`src/rtl/ones_mod10_stage.sv`:
```
// Units-digit (mod-10) stage of the countdown timer: prescaler, digit decrement,
// borrow pulse to the tens stage and the start/pause/done control FSM.
module ones_mod10_stage #(
  parameter int unsigned TICK_DIV = 50000000
) (
  input  logic       clock,
  input  logic       clr,
  input  logic [3:0] data,
  input  logic       loadn,
  input  logic       start,
  input  logic       pause,
  input  logic       tens_zero,
  output logic [3:0] ones,
  output logic       tens_en,
  output logic       running,
  output logic       done
);
  localparam int PW = $clog2(TICK_DIV);

  typedef enum logic [1:0] {IDLE, RUN, PAUSE, DONE} state_t;

  state_t        state_q, state_d;
  logic [3:0]    ones_q, ones_d;
  logic [PW-1:0] presc_q, presc_d;
  logic          tens_en_q, tens_en_d;
  logic          done_q, done_d;
  logic          running_q;
  logic          load, tick;

  assign load = !loadn && (state_q != RUN);
  assign tick = (presc_q == PW'(TICK_DIV - 1));

  always_comb begin
    state_d   = state_q;
    ones_d    = ones_q;
    presc_d   = presc_q;
    tens_en_d = 1'b0;
    done_d    = done_q;
    if (load) begin
      ones_d  = (data > 4'd9) ? 4'd9 : data;
      state_d = IDLE;
      done_d  = 1'b0;
      presc_d = '0;
    end else begin
      unique case (state_q)
        IDLE: if (start) begin
          if (ones_q == 4'd0 && tens_zero) begin
            state_d = DONE;
            done_d  = 1'b1;
          end else begin
            state_d = RUN;
            presc_d = '0;
          end
        end
        RUN: begin
          // pause wins over a coincident tick; prescaler is held for resume
          if (pause) begin
            state_d = PAUSE;
          end else begin
            presc_d = tick ? '0 : presc_q + PW'(1);
            if (tick) begin
              if (ones_q > 4'd1) begin
                ones_d = ones_q - 4'd1;
              end else if (ones_q == 4'd1) begin
                ones_d = 4'd0;
                if (tens_zero) begin
                  state_d = DONE;
                  done_d  = 1'b1;
                end
              end else if (!tens_zero) begin
                ones_d    = 4'd9;
                tens_en_d = 1'b1;
              end else begin
                state_d = DONE;
                done_d  = 1'b1;
              end
            end
          end
        end
        PAUSE: if (pause || start) state_d = RUN;
        DONE:  done_d = 1'b1;
        default: state_d = IDLE;
      endcase
    end
  end

  always_ff @(posedge clock) begin
    if (clr) begin
      state_q   <= IDLE;
      ones_q    <= 4'd0;
      presc_q   <= '0;
      tens_en_q <= 1'b0;
      done_q    <= 1'b0;
      running_q <= 1'b0;
    end else begin
      state_q   <= state_d;
      ones_q    <= ones_d;
      presc_q   <= presc_d;
      tens_en_q <= tens_en_d;
      done_q    <= done_d;
      running_q <= (state_d == RUN);
    end
  end

  assign ones    = ones_q;
  assign tens_en = tens_en_q;
  assign running = running_q;
  assign done    = done_q;
endmodule

```
`config.mk`:
```
export PLATFORM = sky130hd
export DESIGN_NAME = ones_mod10_stage
export DESIGN_NICKNAME = d
export VERILOG_FILES = /design/src/rtl/ones_mod10_stage.sv
export SDC_FILE = /design/constraint.sdc
export NUM_CORES = 1
export LEC_CHECK = 0
export ABC_AREA = 1
export CORE_MARGIN = 10
export CORE_UTILIZATION = 30
export CTS_CLUSTER_DIAMETER = 30
export DETAILED_ROUTE_END_ITERATION = 7
export REMOVE_ABC_BUFFERS = 1
export SLEW_MARGIN = 30
export SYNTH_ARGS = -nofsm -noshare
export SYNTH_HDL_FRONTEND = slang
export SYNTH_SLANG_ARGS = --single-unit
```
`constraint.sdc`:
```
create_clock -name clock -period 2.95 [get_ports clock]
set_input_delay 0.59 -clock clock [delete_from_list [all_inputs] [get_ports clock]]
set_output_delay 0.59 -clock clock [all_outputs]
set_load 0.02 [all_outputs]
```
* Yosys cells after proc, flatten, opt, wreduce, memory -nomap -nowiden *
Index checks and enable logic that the tools add are counted.

cells by class
  add/subtract/negate cells = 2
  $lt $le $gt $ge = 2
  equality and inequality tests = 16
  muxes and demuxes = 30
  bitwise operators = 2
  reductions and logical operators = 15

operator list
  kind                     number
  $mux W26                 4
  $pmux W26 S2             1
  $mux W4                  8
  $add A26 B1 Y26 const B  1
  $eq A26 B26 Y1 const B   1
  $mux W2                  8
  $ne A2 B2 Y1 const B     7
  $reduce_and A4 Y1        2
  $mux W1                  7
  $reduce_and A7 Y1        1
  $reduce_or A7 Y1         1
  $pmux W2 S3              1
  $reduce_bool A2 Y1       3
  $eq A2 B1 Y1 const B     2
  $eq A2 B2 Y1 const B     2
  $eq A4 B1 Y1 const B     1
  $gt A4 B1 Y1 const B     1
  $gt A4 B4 Y1 const B     1
  $logic_not A4 Y1         1
  $ne A2 B1 Y1 const B     2
  $ne A4 B1 Y1 const B     1
  $sub A4 B1 Y4 const B    1
  $pmux W1 S3              1
  $reduce_bool A3 Y1       1
  6 further kinds          8

word-level totals
  register bits = 35
  output and inout port bits = 7
  word-level logic and storage cells = 73

* Longest topological paths before layout *
  word-level depth = 7
  depth in mapped cells = 11
  gate-level depth less buffers = 11

* Worst setup path before layout *
OpenSTA, ideal clock, no wires.

  path kind = register -> register
  from = reg ones_q[0], in the netlist ones[0]
  to = reg presc_q[12]
  library setup time = 0.115 ns
  data arrival time = 1.524 ns
  data required time = 2.835 ns
  setup slack = 1.311 ns
  cell stages (with the launch flop) = 10
  path buffers = 1
  period minus slack after synthesis = 1.639 ns
  cells stage by stage = dfxtp_1 > inv_1 > ha_1 > nand4_2 > nand2_8 > inv_4 > nand2_2 > nand2_2 > buf_6 > nor2_2

on the way
  cells in the longest elaborated chain, start to end = 4

RTL lines
  element                      line  text
  from (decl)                  23    logic [3:0] ones_q, ones_d;
  from (signal assigned)       97    ones_q <= ones_d;
  $logic_not A4 Y1             47    if (ones_q == 4'd0 && tens_zero) begin
  $logic_and A1 B1 Y1          47
  $ne A2 B2 Y1 (no line)       n/a
  $reduce_and A4 Y1 (no line)  n/a
  to (signal assigned)         98    presc_q <= presc_d;
  to (decl)                    24    logic [PW-1:0] presc_q, presc_d;

No other way between the ends.
A chain may end at the register's enable or synchronous reset.

* Worst setup path after layout *
  from = in pause
  to = reg presc_q[7]

on the way
  cells in the longest elaborated chain, start to end = 2

RTL lines
  element                      line  text
  from (decl)                  11    input logic pause,
  $ne A2 B2 Y1 (no line)       n/a
  $reduce_and A4 Y1 (no line)  n/a

No other way between the ends.

==> impl_metrics.json <==
{
  "synth_seq_cells": 35,
  "die_h_um": 107,
  "drt-vias-per-instance": 4.54,
  "min_path_type": "reg -> reg",
  "p_leak_uw": 0.000958,
  "avgSynthCellArea_um2": 6.63,
  "rsz0062_at_grt": "false",
  "holdPathStages": 2,
  "rr_worst_depth": 10,
  "cts_buffer_depth": 2,
  "fin_cells": 461,
  "fp.dieW_um": 107,
  "grt_pass1_vias": 2047,
  "ant_nets": 0,
  "syn2layout_area_growth_pct": 16.2,
  "synth_edf_count": 0,
  "holdPathEnd": "done",
  "cap_violations": 0,
  "fin_crit_ps": 1940,
  "dp.cells": 453,
  "startpoint": "pause",
  "final_common_cell": "nand2_1",
  "clock-sinks": 35,
  "syn_area_mm2": 0.00225,
  "io_buffers": 16,
  "ys_seq_area_frac": 0.311,
  "start_kind": "input port",
  "start_util": 0.309,
  "finalCritPeriodShare": 0.658,
  "crit_type": "in -> reg",
  "async_flop_share": 0,
  "power_uw": 1090,
  "r2r-end": "presc_q[7]",
  "ys_types": 36,
  "synth_ff_type": "dfxtp_1",
  "die-area_mm2": 0.0114,
  "relSlewSlack": 0.718,
  "worst_pin_slew_ps": 421,
  "setup_tns_ps": 0,
  "routedWlPerCell_um": 11.4,
  "coreArea_mm2": 0.00729,
  "hold_violations": 0,
  "row_count": 31,
  "grt_overflow": 0,
  "outcome": "complete, no violations",
  "cp_max_fo": 19,
  "drc": 0,
  "hold_buffers": 0,
  "clk_latency_ps": 300,
  "grt_pass1_wl_um": 9270,
  "finClkSkew_ps": 8.62,
  "grt_max_degree": 20,
  "finalSetupViolCount": 0,
  "syn_inst": 340,
  "crit_required_ps": 3120,
  "drtIter0Drc": 92,
  "firstDrtPassIters": 4,
  "post_cts_resized": 0,
  "whs_ps": 459,
  "max-vdd-ir-drop_mv": 0.264,
  "numCtsBuffers": 5,
  "post-cts-setup-buffer-count": 0,
  "min-delay-start": "done",
  "cts_tree": "built",
  "cts-root-buf": "clkbuf_8",
  "vias": 2091,
  "hpwlAfterDp_um": 4120,
  "nets": 374,
  "clock.fmax_ghz": 0.515,
  "p_per_area_mw_per_mm2": 417,
  "num_antenna_cells": 0,
  "endpoint_kind": "flop",
  "fin_util": 0.359,
  "final_max_slew_viol_count": 0,
  "r2r_start": "presc_q[0]",
  "grt_use_total": 0.0971,
  "clk_pin_slew_ps": 70,
  "r2r_setup_slack_ps": 1060,
  "cp.arrival_ps": 2110,
  "gp_congestion": 0.882,
  "htree_num_levels": 2,
  "ys_warn_count": 0,
  "ios": 17,
  "drive_gt1_frac": 0.138,
  "grt_antenna_before_repair": 0,
  "routed_wl_um": 5260,
  "most-common-layout-cells": "79 x nand2_1, 48 x nor2_1, 43 x inv_1, 35 x dfxtp_1, 20 x nand3_1"
}
==> metal layers <==
layer	track usage	routed length, um
met1	0.121	2720
met3	0.0323	261
met2	0.157	2230
met4	0.0261	58
met5	0	0
==> how the worst max path moves through the flow <==
stage	slack, ps	endpoint	depth (start not counted)
floorplan	1260	presc_q[3]	8
global placement	740	presc_q[7]	9
detailed placement	690	presc_q[4]	7
CTS	1010	presc_q[3]	9
global route	860	presc_q[7]	9
finish	1010	presc_q[7]	9
==> area by class of cell <==
class | count | area (um2)
clock buffers | 8 | 100
multi-input cells | 253 | 1350
well taps | 99 | 124
inverters | 50 | 190
repair buffers | 16 | 160
flip-flops and latches | 35 | 701
fillers | 816 | 4670
==> worst max-delay path, cell delays in order <==
cell	delay, ps
clkdlybuf4s50_1	440
nand2_1	120
o21ai_2	80
nor2_4	140
nand2_8	130
inv_4	140
nand2_2	70
nand2_2	310
nor3_1	80
==> cell families after synthesis <==
group,share of synthesized area
adder cells (fa/ha/maj),0.0166
XOR/XNOR,0.0272
AO/OA/AOI/OAI,0.0932
AND/OR/NAND/NOR,0.459
buffers and inverters,0.0927
flip-flops,0.311
==> cell usage after synthesis (2+ instances only) <==
| library cell | instances | area share |
|---|---|---|
| inv_1 | 43 | 0.072 |
| a31oi_1 | 3 | 0.0083 |
| inv_2 | 6 | 0.010 |
| nor3_1 | 17 | 0.038 |
| nor2_4 | 3 | 0.015 |
| nor2_1 | 48 | 0.080 |
| nor3_2 | 3 | 0.013 |
| nand3_1 | 20 | 0.044 |
| xor2_1 | 5 | 0.019 |
| nand2_1 | 79 | 0.13 |
| o21ai_2 | 2 | 0.0078 |
| a21oi_1 | 10 | 0.022 |
| nand4_1 | 10 | 0.028 |
| ha_1 | 3 | 0.017 |
| nor2_8 | 3 | 0.027 |
| nor2_2 | 12 | 0.033 |
| o21ai_0 | 10 | 0.022 |
| o21bai_1 | 2 | 0.0067 |
| o22ai_1 | 3 | 0.0083 |
| nand2_2 | 7 | 0.019 |
| xnor2_1 | 2 | 0.0078 |
| dfxtp_1 | 35 | 0.31 |
==> power breakdown <==
| group | internal [uW] | switching, uW |
|---|---|---|
| clock network | 213 | 179 |
| registers | 483 | 10.6 |
| logic | 75.7 | 131 |
==> metrics by stage <==
stage,setup WS [ps],instance area [um2]
detailed placement,694,2520
global route,861,2620
global placement,745,2520
floorplan,1260,2240
finish,1010,2620
CTS,1010,2620
==> sequential cells by signal, summed over array words and instances, names as in the netlist <==
| signal | count |
|---|---|
| done | 1 |
| ones | 4 |
| presc_q | 26 |
| running | 1 |
| state_q | 2 |
| tens_en | 1 |
(Power assumes the default switching activity.)
